## src/rtl/route_comp_lookahead_pipe.sv

```systemverilog
// Two-stage lookahead route computation, NUM_CH independent valid/ready channels.
// Optional macro ROUTE_TORUS_EN selects torus wrap (default: mesh, edge hops flagged).
//
// Ports:
//   clk, reset_n            clock, asynchronous active-low reset
//   cur_x, cur_y            this router's coordinates (quasi-static)
//   in_valid/in_ready       per-channel request handshake
//   in_dst_x/in_dst_y       per-channel destination, channel c at [c*W +: W]
//   in_dir                  per-channel lookahead hop: 0 W,1 E,2 S,3 N,4 local
//   out_valid/out_ready     per-channel result handshake
//   out_prod                productive vector at neighbour (W,E,S,N,local = bit0..4)
//   out_err                 illegal direction or off-edge hop
//   busy_cnt                results delivered since reset, saturating at 255
module route_comp_lookahead_pipe #(
    parameter int NUM_CH      = 4,
    parameter int WIDTH_COORD = 3,
    parameter int SIZE_X      = 8,
    parameter int SIZE_Y      = 8,
    parameter int NUM_PORT    = 5
) (
    input  logic                          clk,
    input  logic                          reset_n,
    input  logic [WIDTH_COORD-1:0]        cur_x,
    input  logic [WIDTH_COORD-1:0]        cur_y,
    input  logic [NUM_CH-1:0]             in_valid,
    output logic [NUM_CH-1:0]             in_ready,
    input  logic [NUM_CH*WIDTH_COORD-1:0] in_dst_x,
    input  logic [NUM_CH*WIDTH_COORD-1:0] in_dst_y,
    input  logic [NUM_CH*3-1:0]           in_dir,
    output logic [NUM_CH-1:0]             out_valid,
    input  logic [NUM_CH-1:0]             out_ready,
    output logic [NUM_CH*NUM_PORT-1:0]    out_prod,
    output logic [NUM_CH-1:0]             out_err,
    output logic [7:0]                    busy_cnt
);
    localparam int W  = WIDTH_COORD;
    localparam int DW = WIDTH_COORD + 1;
    localparam logic [DW-1:0] LAST_X = DW'(SIZE_X - 1);
    localparam logic [DW-1:0] LAST_Y = DW'(SIZE_Y - 1);
`ifdef ROUTE_TORUS_EN
    localparam logic [DW-1:0] HALF_X = DW'(SIZE_X / 2);
    localparam logic [DW-1:0] HALF_Y = DW'(SIZE_Y / 2);
    localparam bit EVEN_X = (SIZE_X % 2) == 0;
    localparam bit EVEN_Y = (SIZE_Y % 2) == 0;
`endif

    logic [7:0]  busyCnt;
    logic [15:0] busySum;

    for (genvar c = 0; c < NUM_CH; c++) begin : gCh
        logic [W-1:0]        dstX, dstY;
        logic [2:0]          dir;
        logic [DW-1:0]       curX, curY, nextX, nextY, dX, dY;
        logic                badDir, offEdge;
        logic                s1Valid, s1Err, s2Valid, s2Err;
        logic [DW-1:0]       s1Dx, s1Dy;
        logic [NUM_PORT-1:0] s2Prod, prod;
        logic                s1Load, s2Load;
        logic                doneX, doneY, goE, goN;
`ifdef ROUTE_TORUS_EN
        logic [DW-1:0]       absX, absY;
`endif

        assign dstX = in_dst_x[c*W +: W];
        assign dstY = in_dst_y[c*W +: W];
        assign dir  = in_dir[c*3 +: 3];
        assign curX = {1'b0, cur_x};
        assign curY = {1'b0, cur_y};

        // S1 can take a new flit when empty or when its flit moves on
        assign in_ready[c] = ~s1Valid | ~s2Valid | out_ready[c];
        assign s1Load      = in_valid[c] & in_ready[c];
        assign s2Load      = s1Valid & (~s2Valid | out_ready[c]);

        always_comb begin
            nextX   = curX;
            nextY   = curY;
            badDir  = 1'b0;
            offEdge = 1'b0;
            unique case (1'b1)
                dir == 3'd0: begin
`ifdef ROUTE_TORUS_EN
                    nextX = (curX == '0) ? LAST_X : curX - 1'b1;
`else
                    offEdge = (curX == '0);
                    nextX   = curX - 1'b1;
`endif
                end
                dir == 3'd1: begin
`ifdef ROUTE_TORUS_EN
                    nextX = (curX == LAST_X) ? '0 : curX + 1'b1;
`else
                    offEdge = (curX == LAST_X);
                    nextX   = curX + 1'b1;
`endif
                end
                dir == 3'd2: begin
`ifdef ROUTE_TORUS_EN
                    nextY = (curY == '0) ? LAST_Y : curY - 1'b1;
`else
                    offEdge = (curY == '0);
                    nextY   = curY - 1'b1;
`endif
                end
                dir == 3'd3: begin
`ifdef ROUTE_TORUS_EN
                    nextY = (curY == LAST_Y) ? '0 : curY + 1'b1;
`else
                    offEdge = (curY == LAST_Y);
                    nextY   = curY + 1'b1;
`endif
                end
                dir == 3'd4: begin
                end
                default: badDir = 1'b1;
            endcase
            // both operands < 2^W, so the difference fits DW-bit signed
            dX = {1'b0, dstX} - nextX;
            dY = {1'b0, dstY} - nextY;
        end

        always_comb begin
            doneX = (s1Dx == '0);
            doneY = (s1Dy == '0);
`ifdef ROUTE_TORUS_EN
            // flip the sign when the wrap path is shorter; exact half -> E/N
            absX = s1Dx[DW-1] ? -s1Dx : s1Dx;
            absY = s1Dy[DW-1] ? -s1Dy : s1Dy;
            goE  = (EVEN_X && absX == HALF_X) ||
                   (~s1Dx[DW-1] ^ (absX > HALF_X));
            goN  = (EVEN_Y && absY == HALF_Y) ||
                   (~s1Dy[DW-1] ^ (absY > HALF_Y));
`else
            goE = ~s1Dx[DW-1];
            goN = ~s1Dy[DW-1];
`endif
            prod = '0;
            if (!s1Err) begin
                prod[0] = ~doneX & ~goE;
                prod[1] = ~doneX & goE;
                prod[2] = ~doneY & ~goN;
                prod[3] = ~doneY & goN;
                prod[4] = doneX & doneY;
            end
        end

        always_ff @(posedge clk or negedge reset_n) begin
            if (!reset_n) begin
                s1Valid <= 1'b0;
                s1Err   <= 1'b0;
                s1Dx    <= '0;
                s1Dy    <= '0;
                s2Valid <= 1'b0;
                s2Err   <= 1'b0;
                s2Prod  <= '0;
            end else begin
                if (s1Load) begin
                    s1Valid <= 1'b1;
                    s1Err   <= badDir | offEdge;
                    s1Dx    <= dX;
                    s1Dy    <= dY;
                end else if (s2Load) begin
                    s1Valid <= 1'b0;
                end
                if (s2Load) begin
                    s2Valid <= 1'b1;
                    s2Prod  <= prod;
                    s2Err   <= s1Err;
                end else if (out_ready[c]) begin
                    s2Valid <= 1'b0;
                end
            end
        end

        assign out_valid[c]                   = s2Valid;
        assign out_err[c]                     = s2Err;
        assign out_prod[c*NUM_PORT +: NUM_PORT] = s2Prod;
    end

    always_comb begin
        busySum = {8'd0, busyCnt};
        for (int i = 0; i < NUM_CH; i++) begin
            busySum = busySum + {15'd0, out_valid[i] & out_ready[i]};
        end
    end

    always_ff @(posedge clk or negedge reset_n) begin
        if (!reset_n) begin
            busyCnt <= 8'd0;
        end else begin
            busyCnt <= (busySum > 16'd255) ? 8'd255 : busySum[7:0];
        end
    end

    assign busy_cnt = busyCnt;

endmodule

```

## config.mk

```make
export PLATFORM = sky130hd
export DESIGN_NAME = route_comp_lookahead_pipe
export DESIGN_NICKNAME = d
export VERILOG_FILES = /design/src/rtl/route_comp_lookahead_pipe.sv
export SDC_FILE = /design/constraint.sdc
export NUM_CORES = 1
export LEC_CHECK = 0
export ABC_AREA = 1
export CORE_MARGIN = 2
export CORE_UTILIZATION = 23
export CTS_CLUSTER_DIAMETER = 50
export DETAILED_ROUTE_END_ITERATION = 10
export DONT_BUFFER_PORTS = 1
export GPL_TIMING_DRIVEN = 0
export PLACE_DENSITY = 0.43
export SYNTH_ARGS = -nofsm -noshare
export SYNTH_HDL_FRONTEND = slang
export SYNTH_SLANG_ARGS = --single-unit
export TNS_END_PERCENT = 10
```

## constraint.sdc

```tcl
create_clock -name clk -period 2.6 [get_ports clk]
set_input_delay 0.52 -clock clk [delete_from_list [all_inputs] [get_ports clk]]
set_output_delay 0.52 -clock clk [all_outputs]
set_load 0.005 [all_outputs]
```

After elaboration in Yosys (flattened, before gate mapping)

Cells that the tools add are included.

Flip-flop bits (word level): 76
Input port bits: 52
Output and inout bits: 40
Logic and storage cells: 199

Add/sub/neg operators: 16
Magnitude comparators: 1
Equality and inequality tests: 18
Muxes and demuxes: 37
Bitwise logic cells: 72
Reduce and logical (&&, ||, !) cells: 26

Operators with widths:

| cell                | count |
|---|---|
| $pmux 4 s2          | 8 |
| $logic_not 4->1     | 10 |
| $and 1x1->1         | 32 |
| $sub 3x4->4         | 8 |
| $eq 3x2->1 const B  | 8 |
| $not 1->1           | 24 |
| $mux 1              | 20 |
| $mux 5              | 4 |
| $reduce_or 5->1     | 4 |
| $eq 3x3->1 const B  | 6 |
| $or 1x1->1          | 16 |
| $pmux 1 s4          | 4 |
| $reduce_bool 2->1   | 8 |
| $add 11x1->12       | 1 |
| $eq 3x1->1 const B  | 4 |
| $gt 12x8->1 const B | 1 |
| $logic_not 3->1     | 4 |
| $add 10x1->11       | 1 |
| $add 9x1->10        | 1 |
| $add 8x1->9         | 1 |
| $add 3x1->4 const B | 2 |
| $mux 8              | 1 |
| $sub 3x1->4 const B | 2 |

Depth between registers and ports, before layout

Gate-level depths: netlist of the first run.

Depth after elaboration: 7
Gate-level depth with buffers: 13
Gate-level depth less buffers: 13

Least setup slack after synthesis of the first run

OpenSTA, ideal clock, no wires.

Path type: input to register
From: input out_ready[0]
To: register busyCnt[6], in the netlist busy_cnt[6]
Setup time: 83 ps
Arrival time: 2207 ps
Data required time: 2517 ps
Path slack: 311 ps
Stages: 11
Buffers on the path: 0
Path through: nand2_1 fa_1 fa_1 inv_1 fa_1 nand2_1 inv_1 nand2_1 nor3_1 o21ai_0 o21ai_0

Longest elaborated chain between the ends: 7

RTL lines:

| element                | line | text |
|---|---|---|
| start: declaration     | 31   | `input logic [NUM_CH-1:0] out_ready,` |
| $and 1x1->1 *          | 183  | `busySum = busySum + {15'd0, out_valid[i] & out_ready[i]};` |
| $add 8x1->9 *          | 183  |  |
| $add 9x1->10 *         | 183  |  |
| $add 10x1->11 *        | 183  |  |
| $add 11x1->12 *        | 183  |  |
| $gt 12x8->1            | 191  | `busyCnt <= (busySum > 16'd255) ? 8'd255 : busySum[7:0];` |
| $mux 8 *               | 191  |  |
| end signal: assignment | 191  |  |
| end: declaration       | 47   | `logic [7:0] busyCnt;` |

Mark *: on every way between the ends. The rest lies on a longest branch, timed or not.
A chain may end at the register's enable or synchronous reset.

Worst setup path after layout of the first run

From: register gCh[0].s2Valid
To: register busyCnt[2], in the netlist busy_cnt[2]

Longest elaborated chain between the ends: 7

RTL lines:

| element                  | line | text |
|---|---|---|
| start: declaration       | 55   | `logic s1Valid, s1Err, s2Valid, s2Err;` |
| start signal: assignment | 153  | `s2Valid <= 1'b0;` |
| start signal: assignment | 166  | `s2Valid <= 1'b1;` |
| start signal: assignment | 170  | `s2Valid <= 1'b0;` |
| $and 1x1->1 *            | 183  |  |
| $add 8x1->9 *            | 183  |  |
| $add 9x1->10 *           | 183  |  |
| $add 10x1->11 *          | 183  |  |
| $add 11x1->12 *          | 183  |  |
| $gt 12x8->1              | 191  |  |
| $mux 8 *                 | 191  |  |

Marks and branches as above.

==> summary.md, run 1 <==
| Metric | Value |
|---|---|
| Chip Height | 153 µm |
| Clock skew | 0.00764 ns |
| Fin crit period | 2.41 ns |
| Worst Setup Start Kind | flop |
| Grt ovf | 0 |
| Slew @ Worst Pin | 0.518 ns |
| Input/output buffers | 0 |
| Pwr Density | 717 nW/µm² |
| Worst hold-check path type | primary input to async pin |
| DR pass1 iterations | 4 |
| DRT antenna net count | 0 |
| Post-Layout Cell Count | 965 |
| IO Count | 92 |
| Worst-skew pair later-pin latency | 0.34 ns |
| Die area | 23,300 µm² |
| R2R Setup Slk | 0.19 ns |
| Register area share after synthesis | 0.374 |
| Worst slack at placement | -0.0121 ns |
| CTS buffer count | 9 |
| Core ar. | 21,800 µm² |
| Synthesis-to-finish area growth | 13.6% |
| Num Clock Sinks | 76 |
| Routed vias/inst | 4.23 |
| Overall Global Routing Usage | 0.122 |
| R2r endpoint | busy_cnt[2]$_DFF_PN0_ |
| Fmax | 0.416 GHz |
| Leak | 2.94 nW |
| Fin. Hold Viols | 0 |
| Worst slew margin | 0.652 |
| Yosys cell types | 30 |
| WL/cell | 14.2 µm |
| Fin crit share | 0.925 |
| Row cnt | 54 |
| Global-route wire length before repair | 22,100 µm |
| Fillers | 2,400 |
| ANT cells | 0 |
| Area of the mapped netlist | 5090 µm² |
| Sequential Area | 1900 µm² |
| Dpl cells | 947 |
| Clock slew at reported path FFs | 0.06 ns |
| Proportion of layout cells with a drive suffix above 1 | 0.109 |
| Endpoints failing setup | 0 |
| Max Slew Vio Count | 0 |
| Via count | 4,083 |
| Area of the multi-input gates | 2740 µm² |
| Reg-to-reg startpoint | gCh[0].s2Valid$_DFFE_PN0P_ |
| DIE WIDTH | 153 µm |
| Overall power | 0.00415 W |
| Avg Inst Size Synth | 7.63 µm² |
| VDD IR max | 0.000304 V |
| Synth warn | 0 |
| Synth Register Bits | 76 |
| TritonCTS clock tree | yes |
| Synthesized net count | 763 |
| Crit. End Element | flop |
| Largest net degree at the start of global routing | 77 |
| Htree depth | 3 |
| Setup slack after layout | 0.195 ns |
| RSZ-0062 raised after global routing | no |
| Reg2reg path depth | 11 |
| Vias in the first global route | 4,125 |
| RePlAce Congestion | 0.807 |
| Antenna violations before repair | 0 |
| CP max FO | 5 |
| Worst Setup Path Type | flop to flop |
| Cell count after synthesis | 667 |
| Maxcap violations | 0 |
| Clock Tree Buf Depth | 2 |
| Routed WL | 13,700 µm |
| Number of DRC markers in iteration 0 | 234 |
| Hpwl dp | 10,500 µm |
| DR DRC count | 0 |
| Nets | 776 |
| Critical path arrival | 2.66 ns |
| Status | completed |
| Root buf cell | clkbuf_16 |
| WP data required | 2.85 ns |
| Starting Density | 0.234 |
## where the power goes
part           switching (W)  internal, W  total [W]
sequential          0.000260      0.00151    0.00177
combinational       0.000644     0.000428    0.00107
clock               0.000517     0.000794    0.00131
## timing repair
item                                    CTS  global route
endpoints found under the setup margin    0             6
buffers inserted                          0             1
resized for setup                         0             2
hold buffers                              1             0
hold endpoints to repair                 76             0
## logic make-up after synthesis
| group | count (synthesis) | share of synthesized area |
|---|---|---|
| compound gates | 87 | 0.0967 |
| xor+xnor | 18 | 0.0310 |
| fa+ha+maj | 44 | 0.124 |
| buf+inv | 109 | 0.0878 |
| flops | 76 | 0.374 |
| mux | 2 | 0.00394 |
| simple gates | 331 | 0.282 |
## critical path, stage by stage, from the launching register on
cell and delay [ns]:
dfrtp_1 0.40, nand2_1 0.10, fa_1 0.49, fa_1 0.42, inv_1 0.09, fa_1 0.19, nand2_1 0.05, inv_1 0.08
nand2_1 0.10, nor2_1 0.18, nand2_2 0.12, o21ai_0 0.11
## cell usage after synthesis
cell type,instances,area (µm²)
a21oi_1,23,115
a21oi_2,3,26.3
a22o_1,4,35.0
a22oi_1,1,7.51
a31oi_1,3,18.8
buf_2,6,30.0
buf_4,8,60.1
dfrtp_1,76,1900
fa_1,11,220
ha_1,33,413
inv_1,81,304
inv_2,14,52.6
mux2i_1,2,20.0
nand2_1,191,717
nand2_2,11,68.8
nand3_1,41,205
nand3_2,4,40.0
nand3b_1,8,60.1
nand4_1,2,12.5
nor2_1,60,225
nor2_2,5,31.3
nor2_4,5,56.3
nor3_1,4,20.0
o21ai_0,40,200
o21ai_1,4,20.0
o21bai_1,2,15.0
o221ai_1,4,35.0
o22ai_1,3,18.8
xnor2_1,1,8.76
xor2_1,17,149
## cell type report
class                   count  area share
plain buffers              14      0.0156
repair buffers              2     0.00606
inverters                  95      0.0617
flip-flops and latches     76       0.329
multi-input cells         482       0.475
clock buffers              12      0.0444
clock inverters             4     0.00822
well taps                 280      0.0606
## flip-flops by register name (all words and copies together) (netlist names)
| name | flops |
|---|---|
| gCh.s2Valid | 4 |
| gCh.s2Prod | 20 |
| busy_cnt | 8 |
| gCh.s2Err | 4 |
| gCh.s1Dy | 16 |
| gCh.s1Valid | 4 |
| gCh.s1Dx | 16 |
| gCh.s1Err | 4 |
## placed cells by master, fill, tap and decap left out, types with 5 or more instances in the layout
cell type  netlist  routed
clkbuf_16        0       9
nand3_1         41      41
o21ai_0         40      40
nor2_2           5       5
fa_1            11      11
a21oi_1         23      23
xor2_1          17      17
nand2_2         11      13
nand3b_1         8       8
inv_2           14      14
ha_1            33      33
dfrtp_1         76      76
nor2_1          60      60
buf_4            8       9
nor2_4           5       5
buf_2            6       6
nand2_1        191     189
inv_1           81      81
## per-stage QoR
| step | utilization | setup TNS [ns] | hold WS (ns) | cell area, µm² |
|---|---|---|---|---|
| 3_5_place_dp | 0.250 | -0.0121 | 0.228 | 5440 |
| 5_1_grt | 0.266 | 0 | 0.105 | 5780 |
| 2_1_floorplan | - | 0 | 0.224 | 5090 |
| 4_1_cts | 0.265 | 0 | 0.0896 | 5770 |
| 6_report | 0.266 | 0 | 0.0871 | 5780 |
| 3_3_place_gp | 0.250 | 0 | 0.228 | 5440 |
## metal layers
| layer | part of all wire | GRT usage | up-vias |
|---|---|---|---|
| met5 | 0 | 0 | - |
| met3 | 0.076 | 0.0452 | 13 |
| li1 | - | - | 2138 |
| met4 | 0.018 | 0.0476 | 0 |
| met2 | 0.43 | 0.185 | 79 |
| met1 | 0.47 | 0.157 | 1853 |
## worst max-delay path by stage
stage,startpoint,endpoint,slack (ns)
final,gCh[0].s2Valid$_DFFE_PN0P_,busy_cnt[2]$_DFF_PN0_,0.19
after global routing,gCh[0].s2Valid$_DFFE_PN0P_,busy_cnt[2]$_DFF_PN0_,0.001
after CTS,gCh[2].s2Valid$_DFFE_PN0P_,busy_cnt[2]$_DFF_PN0_,0.06
after detailed placement,out_ready[2],busy_cnt[2]$_DFF_PN0_,-0.01
after global placement,out_ready[2],busy_cnt[2]$_DFF_PN0_,0.02
after floorplan,out_ready[0],busy_cnt[6]$_DFF_PN0_,0.31
No activity file was read; power rests on OpenSTA's default activity.
==> run 2: changes to the inputs <==
--- a/config.mk
+++ b/config.mk
@@ -6,7 +6,7 @@
 export NUM_CORES = 1
 export LEC_CHECK = 0
 export ABC_AREA = 1
-export CORE_MARGIN = 2
+export CORE_MARGIN = 1.5
 export CORE_UTILIZATION = 23
 export CTS_CLUSTER_DIAMETER = 50
 export DETAILED_ROUTE_END_ITERATION = 10
==> run 2 against run 1 <==
  * Cell count down 0.10%
  * Register-to-register slack better by 0.04 ns
  * First-iteration DRC count down 21%
  * Maximum frequency up 1.5%
  * Wire length down 0.34%
  * Sequential cell count unchanged
  * Utilization down 0.069 points
  * Die area down 1.3%
  * Clock skew up 0.0018 ns
  * Sequential share of layout area up 0.086 points
  * Via count up 1.5%
  * Clock power down 6%
  * Largest power group unchanged
==> summary.md, run 2 (synthesis results as in run 1) <==
| Metric | Value |
|---|---|
| R2R Setup Slk | 0.23 ns |
| IO Count | 92 |
| DR DRC count | 0 |
| Final Util | 0.265 |
| TritonCTS clock tree | yes |
| DRT antenna net count | 0 |
| Hold slack | 0.0515 ns |
| Endpoints failing setup | 0 |
| Worst-skew pair later-pin latency | 0.35 ns |
| Pint | 0.00265 W |
| Biggest regs | gCh.s2Prod x20, gCh.s1Dx x16, gCh.s1Dy x16 |
| WL/cell | 14.2 µm |
| Worst slack at placement | 0.000471 ns |
| Input/output buffers | 0 |
| Cell area after layout | 5770 µm² |
| Antenna violations before repair | 0 |
| Max Slew Vio Count | 0 |
| Post-DP Area | 5440 µm² |
| Number of DRC markers in iteration 0 | 186 |
| Maxcap violations | 0 |
| Most flop-heavy register | gCh.s2Prod |
| Global-route wire length before repair | 21,000 µm |
| Core ar. | 21,800 µm² |
| Via count | 4,143 |
| Setup TNS | 0 ns |
| Grt ovf | 0 |
| Setup slack after layout | 0.231 ns |
| Num Clock Sinks | 76 |
| Clock skew | 0.00940 ns |
| Clock Tree Buf Depth | 2 |
| Fin crit period | 2.37 ns |
| Vias in the first global route | 4,032 |
| Switching share of power | 0.349 |
| DIE WIDTH | 152 µm |
| Hpwl dp | 10,500 µm |
| Worst Setup Path Type | flop to flop |
| Pwr Density | 706 nW/µm² |
| Clock slew at reported path FFs | 0.07 ns |
| Starting Density | 0.234 |
| Nets | 775 |
| Postcts setup bufs | 0 |
| Die area | 23,000 µm² |
| Fmax | 0.422 GHz |
| Most frequent cells in the layout | 189 x nand2_1, 81 x inv_1, 76 x dfrtp_1, 59 x nor2_1, 41 x nand3_1 |
| Synthesis-to-finish area growth | 13.4% |
| Worst slew margin | 0.678 |
| Flop pwr share | 0.433 |
| Most common cell after layout, fill and taps aside | nand2_1 |
| Leak | 2.93 nW |
| VDD IR max | 0.000270 V |
| Crit. End Element | flop |
| Routed WL | 13,700 µm |
| ANT cells | 0 |
| Critical path arrival | 2.63 ns |
| Root buf cell | clkbuf_16 |
| DR pass1 iterations | 4 |
| Status | completed |
| Slew @ Worst Pin | 0.480 ns |
| Routed vias/inst | 4.30 |
| Chip Height | 152 µm |
| WP data required | 2.86 ns |
| Worst Setup Start Kind | flop |
| Proportion of layout cells with a drive suffix above 1 | 0.113 |
| RePlAce Congestion | 0.791 |
| Max FFs per register | 20 |
| Largest net degree at the start of global routing | 77 |
| Fin crit share | 0.911 |
| Htree depth | 3 |
| NetSw | 0.00142 W |
| Row cnt | 54 |
| Gate power share | 0.265 |
| CP max FO | 5 |
| Worst hold-check path type | primary input to async pin |
| Fin. Hold Viols | 0 |
| CTS buffer count | 9 |
| Clock share of power | 0.303 |
| Overall Global Routing Usage | 0.123 |
[run 2: layout make-up]
cell class                 count  area [µm²]
inverter                      95         357
clock buffer                  12         267
sequential                    76        1900
clock inverter                 4        22.5
buffer                        14        90.1
tap                          280         350
fill                        2399       16000
multi-input combinational    482        2750
timing repair buffer           1        27.5
[run 2: final timing paths]
kind	start	depth (start not counted)	endpoint
max	gCh[2].s2Valid$_DFFE_PN0P_	11	busy_cnt[2]$_DFF_PN0_
min	reset_n	1	gCh[2].s2Prod[3]$_DFFE_PN0P_
max reg2reg	gCh[2].s2Valid$_DFFE_PN0P_	11	busy_cnt[2]$_DFF_PN0_
min reg2reg	gCh[1].s1Dx[2]$_DFFE_PN0P_	2	gCh[1].s1Dx[2]$_DFFE_PN0P_
max in group asynchronous	reset_n	1	gCh[3].s1Dx[0]$_DFFE_PN0P_
min in group clk	in_dir[8]	3	gCh[2].s1Err$_DFFE_PN0P_
[run 2: what timing repair did]
item	4_1_cts	5_1_grt
hold buffers	1	0
resized for setup	0	4
setup endpoints to repair	0	7
hold endpoints to repair	76	0
[run 2: power by group through the flow]
stage               registers, W  logic [W]  clock network [W]
global route             0.00183    0.00128            0.00133
detailed placement       0.00179    0.00106                  0
CTS                      0.00177    0.00110            0.00128
floorplan                0.00173   0.000852                  0
global placement         0.00179    0.00105                  0
finish                   0.00176    0.00108            0.00123
[run 2: critical path, cell delays in order, from the launching register on]
cell	delay, ns
dfrtp_1	0.42
nand2_2	0.13
fa_1	0.44
fa_1	0.42
inv_1	0.09
fa_1	0.19
nand2_1	0.06
inv_1	0.07
nand2_1	0.12
nor2_2	0.15
nand2_2	0.11
o21ai_0	0.09
[run 2: stage by stage]
step / power, W / instances
6_report: 0.00407 / 964
5_1_grt: 0.00444 / 964
4_1_cts: 0.00414 / 964
3_5_place_dp: 0.00285 / 947
3_3_place_gp: 0.00284 / 947
2_1_floorplan: 0.00258 / 667
[run 2: routing by layer]
layer	share of wire	GRT usage
met5	0	0
met4	0.019	0.0548
met3	0.084	0.0488
met2	0.44	0.186
met1	0.46	0.154
==> run 3: changes to the inputs <==
--- a/config.mk
+++ b/config.mk
@@ -13,6 +13,7 @@
 export DONT_BUFFER_PORTS = 1
 export GPL_TIMING_DRIVEN = 0
 export PLACE_DENSITY = 0.43
+export SKIP_CTS_REPAIR_TIMING = 1
 export SYNTH_ARGS = -nofsm -noshare
 export SYNTH_HDL_FRONTEND = slang
 export SYNTH_SLANG_ARGS = --single-unit
==> run 3 against run 2 <==
  * Clock skew about the same
  * Critical endpoint unchanged
  * Largest cell class unchanged
  * Global-route usage decreased by 0.051 points
  * Sequential cell count unchanged
==> summary.md, run 3 (synthesis results as in run 1) <==
| Metric | Value |
|---|---|
| DR DRC count | 0 |
| Biggest regs | gCh.s2Prod x20, gCh.s1Dx x16, gCh.s1Dy x16 |
| Status | completed |
| DR pass1 iterations | 4 |
| Leak | 2.93 nW |
| WP data required | 2.86 ns |
| Most common cell after layout, fill and taps aside | nand2_1 |
| WL/cell | 14.1 µm |
| Post-DP Area | 5440 µm² |
| Slowest stage delay, CP | 0.44 ns |
| Endpoints failing setup | 0 |
| Slew @ Worst Pin | 0.479 ns |
| Core ar. | 21,800 µm² |
| Routed WL | 13,600 µm |
| CP max FO | 5 |
| Vias in the first global route | 4,022 |
| Proportion of layout cells with a drive suffix above 1 | 0.113 |
| CP cell instances | nand2_2, fa_1, fa_1, inv_1, fa_1, nand2_1, inv_1, nand2_1, nor2_2, nand2_2, o21ai_0 |
| Most flop-heavy register | gCh.s2Prod |
| Fin. Hold Viols | 0 |
| Num Clock Sinks | 76 |
| Die area | 23,000 µm² |
| Nets | 775 |
| TritonCTS clock tree | yes |
| Overall Global Routing Usage | 0.123 |
| Synthesis-to-finish area growth | 13.4% |
| Via count | 4,147 |
| Critical path arrival | 2.63 ns |
| Worst-skew pair later-pin latency | 0.35 ns |
| Grt ovf | 0 |
| Global-route wire length before repair | 21,000 µm |
| Switching share of power | 0.349 |
| RePlAce Congestion | 0.791 |
| Worst path top cell family by delay | adder cells |
| Chip Height | 152 µm |
| Buf+Inv Stages, Crit Path | 2 |
| VDD IR max | 0.000270 V |
| Largest net degree at the start of global routing | 77 |
| Starting Density | 0.234 |
| Worst hold-check path type | primary input to async pin |
| Clock share of power | 0.303 |
| Slowest CP cell | fa_1 |
| DIE WIDTH | 152 µm |
| Clock slew at reported path FFs | 0.06 ns |
| Antenna violations before repair | 0 |
| NetSw | 0.00142 W |
| Worst slew margin | 0.678 |
| Worst Setup Path Type | flop to flop |
| Setup TNS | 0 ns |
| Number of DRC markers in iteration 0 | 215 |
| Hpwl dp | 10,500 µm |
| Gate power share | 0.264 |
| Pint | 0.00265 W |
| Fmax | 0.423 GHz |
| Worst Setup Start Kind | flop |
| Flop pwr share | 0.433 |
| Fin crit share | 0.910 |
| Crit. End Element | flop |
| Clock Tree Buf Depth | 2 |
| Routed vias/inst | 4.30 |
| Pwr Density | 706 nW/µm² |
| Fin crit period | 2.37 ns |
| Maxcap violations | 0 |
| CTS buffer count | 9 |
| ANT cells | 0 |
| Input/output buffers | 0 |
| Root buf cell | clkbuf_16 |
| Most frequent cells in the layout | 189 x nand2_1, 81 x inv_1, 76 x dfrtp_1, 59 x nor2_1, 41 x nand3_1 |
| Htree depth | 3 |
| Max Slew Vio Count | 0 |
| Row cnt | 54 |
| DRT antenna net count | 0 |
| Max FFs per register | 20 |
| IO Count | 92 |
| Cell area after layout | 5770 µm² |
| Clock skew | 0.00916 ns |
| Worst path most repeated cell | fa_1 |
==> run 3: cell counts in the layout (fill, tap and decap cells not counted) <==
No cell type changed its count.
==> run 3: final timing paths <==
check,start,end,depth (start not counted),slack (ns)
max reg2reg,gCh[2].s2Valid$_DFFE_PN0P_,busy_cnt[2]$_DFF_PN0_,11,0.23
min reg2reg,gCh[1].s1Dx[2]$_DFFE_PN0P_,gCh[1].s1Dx[2]$_DFFE_PN0P_,2,0.48
max,gCh[2].s2Valid$_DFFE_PN0P_,busy_cnt[2]$_DFF_PN0_,11,0.23
max in group asynchronous,reset_n,gCh[3].s1Dx[0]$_DFFE_PN0P_,1,2.19
min in group clk,in_dir[8],gCh[2].s1Err$_DFFE_PN0P_,3,0.36
min,reset_n,gCh[1].s2Prod[3]$_DFFE_PN0P_,1,0.07
==> run 3: metrics by stage <==
stage               instances  hold slack (ns)  power (W)   util  setup WS [ns]
floorplan                 667            0.224    0.00258      -          0.311
global placement          947            0.229    0.00284  0.250         0.0160
detailed placement        947            0.229    0.00285  0.250       0.000471
CTS                       963           -0.145    0.00411  0.263         0.0825
global route              964           0.0974    0.00444  0.265        -0.0131
finish                    964           0.0663    0.00407  0.265          0.234
==> run 3: power groups by stage <==
stage | combinational (W) | sequential (W) | clock (W)
after floorplan | 0.000852 | 0.00173 | 0
after global placement | 0.00105 | 0.00179 | 0
after detailed placement | 0.00106 | 0.00179 | 0
after CTS | 0.00106 | 0.00177 | 0.00128
after global routing | 0.00128 | 0.00183 | 0.00133
final | 0.00108 | 0.00176 | 0.00123
==> run 3: area by class of cell <==
| cell class | instances | area [µm²] |
|---|---|---|
| Inverter | 95 | 357 |
| Sequential cell | 76 | 1900 |
| Multi-Input combinational cell | 482 | 2750 |
| Tap cell | 280 | 350 |
| Timing Repair Buffer | 1 | 27.5 |
| Clock inverter | 4 | 22.5 |
| Fill cell | 2398 | 16000 |
| Buffer | 14 | 90.1 |
| Clock buffer | 12 | 267 |
==> run 3: metal layers <==
metal / GRT usage / up-vias / routed length [µm]
li1: - / 2151 / -
met1: 0.153 / 1908 / 6220
met2: 0.186 / 74 / 5970
met3: 0.0488 / 14 / 1160
met4: 0.0548 / 0 / 264
met5: 0 / - / 0
